## config.mk

```make
export PLATFORM = sky130hd
export DESIGN_NAME = turfbus_data_tx
export DESIGN_NICKNAME = d
export VERILOG_FILES = /design/src/rtl/turfbus_data_tx.sv
export SDC_FILE = /design/constraint.sdc
export NUM_CORES = 1
export LEC_CHECK = 0
export ABC_CLOCK_PERIOD_IN_PS = 6100
export CORE_MARGIN = 2
export CORE_UTILIZATION = 50
export CTS_BUF_LIST = sky130_fd_sc_hd__clkbuf_16
export DETAILED_ROUTE_END_ITERATION = 10
export PLACE_DENSITY = 0.73
export SLEW_MARGIN = 0
export SYNTH_ARGS = -nofsm -noshare
export SYNTH_HDL_FRONTEND = slang
export SYNTH_SLANG_ARGS = --single-unit
```

## constraint.sdc

```tcl
create_clock -name clk_i -period 6.1 [get_ports clk_i]
set_clock_uncertainty 0.05 [all_clocks]
set_input_delay 1.22 -clock clk_i [delete_from_list [all_inputs] [get_ports clk_i]]
set_output_delay 1.22 -clock clk_i [all_outputs]
set_load 0.005 [all_outputs]
```

## src/rtl/turfbus_data_tx.sv

```systemverilog
// TURFbus TD-lane transmitter: requests the bus, then sends sync, length, data words
// (LSB first) and a checksum, pulling words from an upstream FWFT FIFO.
module turfbus_data_tx #(
    parameter logic [7:0]  SYNC_BYTE     = 8'hA5,
    parameter int unsigned GRANT_TIMEOUT = 1024
) (
    input  logic        clk_i,
    input  logic        rst_i,
    input  logic        start_i,
    input  logic [7:0]  len_i,
    output logic        busy_o,
    output logic        done_o,
    output logic        err_o,
    output logic        underrun_o,
    input  logic [31:0] dat_i,
    input  logic        dat_valid_i,
    output logic        dat_rd_o,
    output logic        sreq_o,
    input  logic        treq_i,
    output logic [7:0]  td_o
);

    localparam int unsigned TMO_W = $clog2(GRANT_TIMEOUT);
    localparam int unsigned WORD_W = 32;
    localparam int unsigned BYTE_W = 8;

    typedef enum logic [2:0] {
        IDLE, REQ, HDR_SYNC, HDR_LEN, DATA, CKSUM, REL
    } state_e;

    state_e              state_q, state_d;
    logic [BYTE_W-1:0]   len_q, len_d;
    logic [BYTE_W-1:0]   rem_q, rem_d;
    logic [1:0]          idx_q, idx_d;
    logic [WORD_W-1:0]   word_q, word_d;
    logic [BYTE_W-1:0]   sum_q, sum_d;
    logic [TMO_W-1:0]    tmo_q, tmo_d;
    logic [BYTE_W-1:0]   td_q, td_d;
    logic                rd_q, rd_d;
    logic                done_q, done_d;
    logic                err_q, err_d;
    logic                sreq_q, sreq_d;
    logic                busy_q, busy_d;
    logic [WORD_W-1:0]   fetch_c;

    // An empty FIFO on a read strobe substitutes a zero word.
    assign fetch_c = dat_valid_i ? dat_i : '0;

    // Registers hold what is on the lane now; next values follow the next state.
    always_comb begin
        state_d = state_q;
        len_d   = len_q;
        rem_d   = rem_q;
        idx_d   = idx_q;
        word_d  = word_q;
        sum_d   = sum_q;
        tmo_d   = tmo_q;
        td_d    = '0;
        rd_d    = 1'b0;
        done_d  = 1'b0;
        err_d   = 1'b0;

        case (state_q)
            IDLE: begin
                if (start_i) begin
                    state_d = REQ;
                    len_d   = len_i;
                    tmo_d   = '0;
                end
            end
            REQ: begin
                if (treq_i) begin
                    state_d = HDR_SYNC;
                    td_d    = SYNC_BYTE;
                    sum_d   = '0;
                end else if (tmo_q == TMO_W'(GRANT_TIMEOUT - 1)) begin
                    state_d = IDLE;
                    err_d   = 1'b1;
                end else begin
                    tmo_d = tmo_q + 1'b1;
                end
            end
            HDR_SYNC: begin
                state_d = HDR_LEN;
                td_d    = len_q - 8'd1;
                sum_d   = len_q - 8'd1;
                rd_d    = 1'b1;
            end
            HDR_LEN: begin
                state_d = DATA;
                word_d  = fetch_c;
                idx_d   = 2'd0;
                rem_d   = len_q;
                td_d    = fetch_c[7:0];
                sum_d   = sum_q + fetch_c[7:0];
            end
            DATA: begin
                if (idx_q == 2'd3) begin
                    if (rem_q == 8'd1) begin
                        state_d = CKSUM;
                        td_d    = sum_q;
                    end else begin
                        word_d = fetch_c;
                        rem_d  = rem_q - 8'd1;
                        idx_d  = 2'd0;
                        td_d   = fetch_c[7:0];
                        sum_d  = sum_q + fetch_c[7:0];
                    end
                end else begin
                    idx_d = 2'(idx_q + 2'd1);
                    td_d  = word_q[{idx_d, 3'b000} +: BYTE_W];
                    sum_d = sum_q + td_d;
                    // Strobe lands on byte 3 so the next word is ready for the following byte.
                    rd_d  = (idx_q == 2'd2) && (rem_q != 8'd1);
                end
            end
            CKSUM: begin
                state_d = REL;
                done_d  = 1'b1;
            end
            REL: begin
                if (!treq_i) begin
                    state_d = IDLE;
                end
            end
            default: state_d = IDLE;
        endcase

        sreq_d = (state_d == REQ) || (state_d == HDR_SYNC) || (state_d == HDR_LEN) ||
                 (state_d == DATA) || (state_d == CKSUM);
        busy_d = (state_d != IDLE);
    end

    always_ff @(posedge clk_i) begin
        if (rst_i) begin
            state_q <= IDLE;
            len_q   <= '0;
            rem_q   <= '0;
            idx_q   <= '0;
            word_q  <= '0;
            sum_q   <= '0;
            tmo_q   <= '0;
            td_q    <= '0;
            rd_q    <= 1'b0;
            done_q  <= 1'b0;
            err_q   <= 1'b0;
            sreq_q  <= 1'b0;
            busy_q  <= 1'b0;
        end else begin
            state_q <= state_d;
            len_q   <= len_d;
            rem_q   <= rem_d;
            idx_q   <= idx_d;
            word_q  <= word_d;
            sum_q   <= sum_d;
            tmo_q   <= tmo_d;
            td_q    <= td_d;
            rd_q    <= rd_d;
            done_q  <= done_d;
            err_q   <= err_d;
            sreq_q  <= sreq_d;
            busy_q  <= busy_d;
        end
    end

    assign td_o       = td_q;
    assign dat_rd_o   = rd_q;
    assign done_o     = done_q;
    assign err_o      = err_q;
    assign sreq_o     = sreq_q;
    assign busy_o     = busy_q;
    assign underrun_o = rd_q & ~dat_valid_i;

endmodule
```

==> out/metrics.yaml <==
status:
  status: "completed"
layout:
  area_growth_pct: 18.6
  fillers: 802
  nNetsFinal: 678
  stdcell_count: 727
  drive_gt1_share_pct: 6.98
  antenna_cells: 0
floorplanning:
  dieWidth_um: 100
  row_count: 35
  core_um2: 9110
  start_util_pct: 50.9
  die_y_um: 100
  io_pins: 59
  die_area_um2: 10100
synth:
  avgSynthCellArea_um2: 8.09
  yosysSeqAreaShare_pct: 36.3
  synth.top_cell.area_share_pct: 36.3
  synthTopCellsByArea: "dfxtp_1, a21oi_1, nand2_1, ha_1, nor2_1"
  synth_top_flop_cell: "dfxtp_1"
  synth.cell_area_um2: 4630
  synthCells: 573
  yosysWarnings: 0
  synth.net_count: 640
  ys_ff_latch: 84
  post-synth-top-count-cell: "nand2_1"
  yosys-top-cells-count: "nand2_1, dfxtp_1, a21oi_1, nor2_1, nand3_1"
  yosysUniqueCellTypes: 65
  synth.largest_area_cell: "dfxtp_1"
  synth_edf_count: 0
  synthArstFlopShare_pct: 0
route:
  drt-initial-drc-count: 277
  via_count: 4297
  ant_nets: 0
  drc: 0
  routed_wl_um: 11600
  vias_per_cell: 5.91
  drt_pass1_iterations: 5
  wl_per_cell_um: 16.0
sta:
  max_freq_mhz: 235
  slew_violations: 0
  hold_violations: 0
  min_period_ps: 4260
  fin_tns_setup_ps: 0
  whs_ps: 400
  rsz0062_at_grt: "false"
  setup_violations: 0
  setup_ws_ps: 1840
  post-route-period-util_pct: 69.8
  tightest_slew_ps: 1100
  relSlewSlack_pct: 26.6
cts:
  cts_tree: "done"
  cts_resized: 0
  cts_buffers: 9
  cts_hold_buf: 0
  numClockSinks: 84
  cts_root_buf: "clkbuf_16"
  cts_max_level: 3
  clk_pin_slew_worst_paths_ps: 60
  clk_latency_ps: 340
  max-clock-path-buffers: 2
  cts_setup_buffers: 0
grt:
  antenna_found_initial: 0
  first_global_vias: 3935
  grt_use_total_pct: 24.2
  overflow: 0
  grt_max_degree: 47
  grt_first_pass_wirelength_um: 19200
worst_hold_path:
  hold_end: "word_q[23]"
  hold_depth: 2
  worstHoldStart: "word_q[23]"
  hp-class: "reg -> reg"
place:
  place_inst: 711
  numPortBuffers: 58
  hpwl_um: 8580
  gp_congestion: 0.921
  dp_slack_ps: 1540
critical_path:
  arrival_ps: 2990
  ff2ff_path_depth: 10
  reg2reg_setup_slack_ps: 2270
  required_ps: 4830
  critPathLaunchType: "primary input"
  path_class: "in -> out"
  r2r_start: "idx_q[0]"
  cp_max_fo: 35
  rr_endpoint: "sum_q[7]"
  end_kind: "output port"
power_and_ir_drop:
  leakage_nw: 1.95
  peakVddDrop_mv: 0.139
  powerDensity_nw_per_um2: 235
job:
  cap_violations: 0
-- how the worst max path moves through the flow --
stage	startpoint	to	slack, ps
2_1_floorplan	dat_valid_i	sum_q[7]	2730
6_report	dat_valid_i	underrun_o	1840
3_5_place_dp	dat_valid_i	sum_q[7]	1540
3_3_place_gp	dat_valid_i	sum_q[7]	1610
4_1_cts	dat_valid_i	underrun_o	1830
5_1_grt	dat_valid_i	sum_q[7]	1650
-- worst max-delay path, cell delays in order --
cell,delay (ps)
clkdlybuf4s50_1,960
nor2b_1,280
clkdlybuf4s50_1,520
-- through the flow --
stage | total power [mW] | area, um2 | utilization (%)
floorplan | 0.713 | 4630 | -
global placement | 0.775 | 5220 | 57.3
detailed placement | 0.780 | 5220 | 57.3
CTS | 1.29 | 5500 | 60.4
global route | 1.34 | 5500 | 60.4
finish | 1.29 | 5500 | 60.4
-- layer usage --
layer  vias up  track usage [%]  wire, um
li1       2125                -         -
met1      2026             33.6      5530
met2       124             37.1      5180
met3        22             3.69       568
met4         0             11.4       339
met5         -                0         0
-- cell type report --
| cell class | count | area (um2) | share of cell area [%] |
|---|---|---|---|
| clock buffer | 9 | 225 | 4.10 |
| multi-input combinational | 437 | 2730 | 49.7 |
| timing repair buffer | 61 | 598 | 10.9 |
| inverter | 18 | 67.6 | 1.23 |
| tap | 111 | 139 | 2.53 |
| sequential | 84 | 1680 | 30.6 |
| clock inverter | 7 | 55.1 | 1.00 |
-- registers in the layout, indices dropped and copies added (netlist names) --
signal and cells:
busy_o 1, dat_rd_o 1, done_o 1, err_o 1, idx_q 2, len_q 8
rem_q 8, sreq_o 1, state_q 3, sum_q 8, td_o 8, tmo_q 10
word_q 32
-- where the power goes --
| group | switching (mW) | internal [mW] | total, mW | leakage, nW |
|---|---|---|---|---|
| combinational | 0.101 | 0.0856 | 0.187 | 1.14 |
| clock | 0.238 | 0.281 | 0.518 | 0.133 |
| sequential | 0.0205 | 0.563 | 0.584 | 0.679 |
| total | 0.360 | 0.930 | 1.29 | 1.95 |
-- kinds of logic after synthesis --
group,share of synthesized area (%)
flip-flops,36.3
adder cells (fa/ha/maj),6.26
buffers and inverters,4.86
AND/OR/NAND/NOR,24.6
AO/OA/AOI/OAI,19.8
multiplexers,4.56
XOR/XNOR,3.59
-- cells in the final DEF, fill, tap and decap left out, types with 3 or more instances in the layout --
cell and count:
nand2_1 87, inv_6 4, nor2_1 52, or2_2 3, a21o_1 4, o31ai_1 3, a211oi_1 4, mux4_2 8
a21oi_1 78, ha_1 20, o21ai_0 14, nor4_1 7, nor4b_1 3, inv_1 18, a22oi_1 5, nor3_1 10
and2_1 8, o21a_1 4, buf_4 3, clkbuf_16 9, a31oi_1 6, nand2b_1 5, or3_1 5, dfxtp_1 84
xor2_1 8, xnor2_1 11, and3_1 4, nand3_1 32, o211ai_1 3, a221oi_1 9, clkdlybuf4s50_1 57
No activity file was read; power rests on OpenSTA's default activity.
